## config.mk

```make
export PLATFORM = sky130hd
export DESIGN_NAME = alu_pipe_flat
export DESIGN_NICKNAME = d
export VERILOG_FILES = /design/src/rtl/alu_pipe_if.sv /design/src/rtl/alu_pipe.sv /design/src/flat_wrapper.sv
export SDC_FILE = /design/constraint.sdc
export NUM_CORES = 1
export LEC_CHECK = 0
export CAP_MARGIN = 20
export CORE_MARGIN = 1.5
export CORE_UTILIZATION = 53
export CTS_CLUSTER_SIZE = 16
export DETAILED_ROUTE_END_ITERATION = 10
export MAX_ROUTING_LAYER = met4
export PLACE_DENSITY = 0.89
export SYNTH_ARGS = -nofsm -noshare
export SYNTH_HDL_FRONTEND = slang
export SYNTH_SLANG_ARGS = --single-unit
```

## constraint.sdc

```tcl
create_clock -name clk -period 3.9 [get_ports clk]
set_input_delay 0.78 -clock clk [delete_from_list [all_inputs] [get_ports clk]]
set_output_delay 0.78 -clock clk [all_outputs]
set_load 0.01 [all_outputs]
```

## src/rtl/alu_pipe_if.sv

```systemverilog
// Operand/result handshake bundle for alu_pipe.
// The master side is the sequencer/writeback pair; the slave side is the ALU.
interface alu_pipe_if #(
    parameter int unsigned DATA_WIDTH = 8,
    parameter int unsigned ADDR_WIDTH = 4
);
    logic                  in_valid;
    logic                  in_ready;
    logic [DATA_WIDTH-1:0] a_in;
    logic [DATA_WIDTH-1:0] b_in;
    logic [ADDR_WIDTH-1:0] opcode;
    logic                  use_acc;
    logic                  out_valid;
    logic                  out_ready;
    logic [DATA_WIDTH-1:0] data_out;
    logic                  carry_out;
    logic                  zero_out;
    logic                  neg_out;
    logic                  ovf_out;
    logic [DATA_WIDTH-1:0] acc_out;

    modport master (
        output in_valid, a_in, b_in, opcode, use_acc, out_ready,
        input  in_ready, out_valid, data_out, carry_out, zero_out, neg_out, ovf_out, acc_out
    );

    modport slave (
        input  in_valid, a_in, b_in, opcode, use_acc, out_ready,
        output in_ready, out_valid, data_out, carry_out, zero_out, neg_out, ovf_out, acc_out
    );
endinterface

```

## src/rtl/alu_pipe.sv

```systemverilog
// Two-stage pipelined ALU with accumulator and status flags.
// S1 holds operands, compute sits between S1 and S2, S2 holds result and flags.
module alu_pipe #(
    parameter int unsigned DATA_WIDTH = 8,
    parameter int unsigned ADDR_WIDTH = 4
) (
    input logic       clk,
    input logic       rst,
    alu_pipe_if.slave bus
);
    localparam int unsigned W = DATA_WIDTH;

    logic                  rdy_q;
    logic                  s1_valid_q;
    logic [W-1:0]          s1_a_q;
    logic [W-1:0]          s1_b_q;
    logic [ADDR_WIDTH-1:0] s1_op_q;
    logic                  s1_use_acc_q;

    logic                  out_valid_q;
    logic [W-1:0]          data_q;
    logic                  carry_q;
    logic                  zero_q;
    logic                  neg_q;
    logic                  ovf_q;
    logic [W-1:0]          acc_q;

    logic                  s2_adv;
    logic                  op_undef;
    logic [3:0]            op_lo;
    logic [W-1:0]          opa;
    logic [W:0]            ea;
    logic [W:0]            eb;
    logic [W:0]            one;
    logic [W:0]            res;
    logic                  ovf_c;
    logic                  sa;
    logic                  sb;
    logic                  sr;

    // rdy_q keeps in_ready low during reset and for the first edge after it
    assign s2_adv       = !out_valid_q | bus.out_ready;
    assign bus.in_ready = rdy_q & (!s1_valid_q | s2_adv);

    if (ADDR_WIDTH > 4) begin : g_wide_op
        assign op_undef = |s1_op_q[ADDR_WIDTH-1:4];
    end else begin : g_narrow_op
        assign op_undef = 1'b0;
    end

    assign op_lo = s1_op_q[3:0];
    assign opa   = s1_use_acc_q ? acc_q : s1_a_q;
    assign ea    = {1'b0, opa};
    assign eb    = {1'b0, s1_b_q};
    assign one   = {{W{1'b0}}, 1'b1};

    always_comb begin
        res   = '0;
        ovf_c = 1'b0;
        sa    = opa[W-1];
        sb    = s1_b_q[W-1];
        case (op_lo)
            4'd0:    res = ea;
            4'd1:    res = ea + eb;
            4'd2:    res = ea + eb + one;
            4'd3:    res = ea - eb;
            4'd4:    res = ea - eb - one;
            4'd5:    res = ea + one;
            4'd6:    res = ea - one;
            4'd7:    res = eb;
            4'd8:    res = ea | eb;
            4'd9:    res = ea ^ eb;
            4'd10:   res = ea & eb;
            4'd11:   res = {1'b0, ~opa};
            4'd12:   res = {opa, 1'b0};
            4'd13:   res = {opa[0], 1'b0, opa[W-1:1]};
            4'd14:   res = {opa[0], opa[W-1], opa[W-1:1]};
            4'd15:   res = '0;
            default: res = '0;
        endcase
        sr = res[W-1];
        case (op_lo)
            4'd1, 4'd2: ovf_c = (sa == sb) && (sr != sa);
            4'd5:       ovf_c = !sa && (sr != sa);
            4'd3, 4'd4: ovf_c = (sa != sb) && (sr != sa);
            4'd6:       ovf_c = sa && (sr != sa);
            default:    ovf_c = 1'b0;
        endcase
        if (op_undef) begin
            res   = '0;
            ovf_c = 1'b0;
        end
    end

    always_ff @(posedge clk or negedge rst) begin
        if (!rst) begin
            rdy_q        <= 1'b0;
            s1_valid_q   <= 1'b0;
            s1_a_q       <= '0;
            s1_b_q       <= '0;
            s1_op_q      <= '0;
            s1_use_acc_q <= 1'b0;
            out_valid_q  <= 1'b0;
            data_q       <= '0;
            carry_q      <= 1'b0;
            zero_q       <= 1'b0;
            neg_q        <= 1'b0;
            ovf_q        <= 1'b0;
            acc_q        <= '0;
        end else begin
            rdy_q <= 1'b1;
            if (s2_adv) begin
                out_valid_q <= s1_valid_q;
                if (s1_valid_q) begin
                    data_q  <= res[W-1:0];
                    carry_q <= res[W];
                    zero_q  <= (res[W-1:0] == '0);
                    neg_q   <= res[W-1];
                    ovf_q   <= ovf_c;
                    acc_q   <= res[W-1:0];
                end
            end
            // S1 is either empty or draining into S2 whenever in_ready is high
            if (bus.in_ready) begin
                s1_valid_q <= bus.in_valid;
                if (bus.in_valid) begin
                    s1_a_q       <= bus.a_in;
                    s1_b_q       <= bus.b_in;
                    s1_op_q      <= bus.opcode;
                    s1_use_acc_q <= bus.use_acc;
                end
            end
        end
    end

    assign bus.out_valid = out_valid_q;
    assign bus.data_out  = data_q;
    assign bus.carry_out = carry_q;
    assign bus.zero_out  = zero_q;
    assign bus.neg_out   = neg_q;
    assign bus.ovf_out   = ovf_q;
    assign bus.acc_out   = acc_q;
endmodule

```

## src/flat_wrapper.sv

```systemverilog
// flat-port wrapper written by rule: the top's interface ports become plain ports
module alu_pipe_flat 
#(
    parameter int unsigned DATA_WIDTH = 8,
    parameter int unsigned ADDR_WIDTH = 4
)
  (clk, rst, bus_in_valid, bus_a_in, bus_b_in, bus_opcode, bus_use_acc, bus_out_ready, bus_in_ready, bus_out_valid, bus_data_out, bus_carry_out, bus_zero_out, bus_neg_out, bus_ovf_out, bus_acc_out);
  alu_pipe_if #(.DATA_WIDTH(DATA_WIDTH), .ADDR_WIDTH(ADDR_WIDTH)) bus_i ();
  input logic clk;
  input logic rst;
  input wire logic [$bits(bus_i.in_valid)-1:0] bus_in_valid;
  input wire logic [$bits(bus_i.a_in)-1:0] bus_a_in;
  input wire logic [$bits(bus_i.b_in)-1:0] bus_b_in;
  input wire logic [$bits(bus_i.opcode)-1:0] bus_opcode;
  input wire logic [$bits(bus_i.use_acc)-1:0] bus_use_acc;
  input wire logic [$bits(bus_i.out_ready)-1:0] bus_out_ready;
  output wire logic [$bits(bus_i.in_ready)-1:0] bus_in_ready;
  output wire logic [$bits(bus_i.out_valid)-1:0] bus_out_valid;
  output wire logic [$bits(bus_i.data_out)-1:0] bus_data_out;
  output wire logic [$bits(bus_i.carry_out)-1:0] bus_carry_out;
  output wire logic [$bits(bus_i.zero_out)-1:0] bus_zero_out;
  output wire logic [$bits(bus_i.neg_out)-1:0] bus_neg_out;
  output wire logic [$bits(bus_i.ovf_out)-1:0] bus_ovf_out;
  output wire logic [$bits(bus_i.acc_out)-1:0] bus_acc_out;
  assign bus_i.in_valid = bus_in_valid;
  assign bus_i.a_in = bus_a_in;
  assign bus_i.b_in = bus_b_in;
  assign bus_i.opcode = bus_opcode;
  assign bus_i.use_acc = bus_use_acc;
  assign bus_i.out_ready = bus_out_ready;
  assign bus_in_ready = bus_i.in_ready;
  assign bus_out_valid = bus_i.out_valid;
  assign bus_data_out = bus_i.data_out;
  assign bus_carry_out = bus_i.carry_out;
  assign bus_zero_out = bus_i.zero_out;
  assign bus_neg_out = bus_i.neg_out;
  assign bus_ovf_out = bus_i.ovf_out;
  assign bus_acc_out = bus_i.acc_out;
  alu_pipe #(.DATA_WIDTH(DATA_WIDTH), .ADDR_WIDTH(ADDR_WIDTH)) u_core (.clk(clk), .rst(rst), .bus(bus_i));
endmodule
```

==> flow_summary.json <==
{
  "outcome": "complete, no violations",
  "maxSlewViolCount": 0,
  "gp_congestion": 0.9631,
  "die_w_um": 93.01,
  "drv_cap": 0,
  "drt_iter0_drc": 459,
  "clock_path_buffers": 2,
  "fin_util": 0.6554,
  "arrival_ps": 3970,
  "htree_levels": 2,
  "tightest_slew_ps": 942.0,
  "synthesis.area_sq_um": 4294,
  "final_cell_count_no_fill": 662,
  "placed_cells": 653,
  "synth-edff-count": 0,
  "viasPerCell": 6.579,
  "design.die.area_sq_um": 8651,
  "fin_ws_ps": 111.7,
  "powerDensity_nw_per_um2": 788.1,
  "dp_hpwl_mm": 11.15,
  "fin_skew_ps": 4.286,
  "netlist_instances": 500,
  "die_h_um": 93.01,
  "fmax_ghz": 0.2640,
  "critical_path.max_fanout": 9,
  "vias": 4355,
  "grt_pass1_wl_mm": 22.14,
  "ys.flop_type": "dfrtp_1",
  "fin_crit_sh": 0.9714,
  "pre_cts_slack_ps": -41.67,
  "wl_per_cell_um": 21.38,
  "antenna_found_initial": 0,
  "layout_commonest_cell": "clkdlybuf4s50_1",
  "io_buffers": 46,
  "drt_wl_total_mm": 14.15,
  "setup_viol": 0,
  "end_kind": "flop",
  "postRouteAntennaNets": 0,
  "grt_max_degree": 39,
  "pin_count": 47,
  "synth.avg_cell_area_sq_um": 8.588,
  "rsz0062_at_grt": "true",
  "root_buffer": "clkbuf_8",
  "grt_use_total": 0.3450,
  "slew_headroom": 0.3705,
  "vdd_drop_max_mv": 0.4057,
  "num_rows": 32,
  "yosys.area.top_type": "dfrtp_1",
  "first_pass_iters": 8,
  "path_class": "reg2reg",
  "synth-seq-cells": 35,
  "clk_latency_ps": 290,
  "synth-async-reset-ratio": 1.000,
  "worstSetupStartpointType": "flop",
  "drc": 0,
  "synth_top_area_share": 0.2040,
  "hold_violations": 0,
  "synth_warnings": 0,
  "hp-class": "reg2reg",
  "clk_pin_slew_ps": 70,
  "coreArea_sq_um": 7767,
  "grt_overflow": 0,
  "initial_core_util": 0.5528,
  "cts_sinks": 35,
  "syn_nets": 563,
  "ys_types": 95,
  "period_needed_ps": 3788,
  "cts_hold_buf": 0,
  "antennaDiodeCount": 0,
  "total_power_mw": 4.013,
  "yosys-top-cells-area": "dfrtp_1 20%, ha_1 10%, mux2_2 5.8%",
  "critPathRequiredTime_ps": 4080,
  "ys_seq_area_frac": 0.2040,
  "p_leak_nw": 2.185,
  "drive_gt1_frac": 0.2018,
  "cts_tree": "done",
  "num-nets-final": 623,
  "mostFrequentLayoutCells": "46 x clkdlybuf4s50_1, 41 x buf_4, 36 x nor2_1, 36 x nand2_1",
  "first_global_vias": 4149,
  "area_growth_pct": 18.56,
  "cts_buffers": 5
}
-- through the flow --
step                      setup TNS (ps)  cell area, sq um  hold WS, ps
after floorplan                        0              4314        472.3
after global placement                 0              4949        478.4
after detailed placement          -41.67              4949        490.5
after CTS                              0              5050        515.3
after global routing              -32.37              5091        539.2
final                                  0              5091        516.3
-- cells in the mapped netlist (6+ instances only) --
cell type / n
nand2_1: 36
nor2_1: 36
dfrtp_1: 35
ha_1: 35
inv_1: 33
a21oi_1: 23
mux2_2: 22
o21ai_0: 22
nor3_1: 17
a211oi_1: 13
clkbuf_1: 11
xor2_1: 11
buf_4: 10
mux2i_1: 10
o211ai_1: 8
a21o_1: 7
nand3_1: 7
a22oi_1: 6
a31oi_1: 6
clkbuf_8: 6
xnor2_1: 6
-- worst max-delay path, cell delays in order, from the launching register on --
cell and delay [ps]:
dfrtp_2 470, buf_4 250, mux2i_1 400, inv_1 170
ha_1 350, or3b_2 500, o221ai_1 90, nor3_1 150
nor4_2 180, mux2_2 400, a211oi_4 300, a21oi_2 70
o41ai_2 360
-- where the power goes --
group / internal [mW] / total (mW) / switching (mW)
registers: 0.460 / 0.579 / 0.119
clock network: 0.139 / 0.268 / 0.129
logic: 1.38 / 3.17 / 1.79
total: 1.97 / 4.01 / 2.04
-- flip-flops by register name, indices dropped and copies added (netlist names) --
name / count
u_core.bus.carry_out: 1
u_core.s1_valid_q: 1
u_core.op_lo: 4
u_core.bus.ovf_out: 1
u_core.bus.zero_out: 1
u_core.bus.out_valid: 1
u_core.rdy_q: 1
u_core.s1_b_q: 8
u_core.bus.acc_out: 8
u_core.s1_use_acc_q: 1
u_core.s1_a_q: 8
-- cell type report --
type / instances / area [sq um]
multi-input cells: 397 / 3102
fillers: 661 / 2676
flip-flops and latches: 35 / 877.1
repair buffers: 88 / 773.2
well taps: 102 / 127.6
inverters: 33 / 123.9
clock buffers: 6 / 82.58
clock inverters: 1 / 5.005
-- worst paths after layout --
kind | to | startpoint | slack [ps] | depth (start not counted)
max | u_core.bus.zero_out$_DFFE_PN0P_ | u_core.s1_use_acc_q$_DFFE_PN0P_ | 110 | 12
min | u_core.bus.zero_out$_DFFE_PN0P_ | u_core.bus.zero_out$_DFFE_PN0P_ | 520 | 2
max reg2reg | u_core.bus.zero_out$_DFFE_PN0P_ | u_core.s1_use_acc_q$_DFFE_PN0P_ | 110 | 12
min reg2reg | u_core.bus.zero_out$_DFFE_PN0P_ | u_core.bus.zero_out$_DFFE_PN0P_ | 520 | 2
max in group asynchronous | u_core.s1_use_acc_q$_DFFE_PN0P_ | rst | 2640 | 2
min in group asynchronous | u_core.bus.carry_out$_DFFE_PN0P_ | rst | 910 | 2
-- layer usage --
metal | vias up | part of all wire | GRT usage
met5 | - | 0 | -
met2 | 248 | 0.47 | 0.5450
met4 | 0 | 0.040 | 0.1263
met1 | 2073 | 0.41 | 0.4599
met3 | 50 | 0.079 | 0.03577
li1 | 1984 | - | -
-- what timing repair did --
action / in CTS / in global routing
pin swaps: 0 / 3
setup endpoints to repair: 1 / 4
gates cloned: 0 / 0
buffers inserted: 0 / 1
gates resized for setup: 3 / 7
-- cell families after synthesis --
logic type / Yosys count / synth area share
AO/OA/AOI/OAI: 157 / 0.2730
XOR/XNOR: 18 / 0.03846
adder cells (fa/ha/maj): 38 / 0.1160
buffers and inverters: 68 / 0.08799
flip-flops: 35 / 0.2040
multiplexers: 39 / 0.1040
other: 1 / 0.0008733
AND/OR/NAND/NOR: 144 / 0.1757
(Power assumes the default switching activity.)
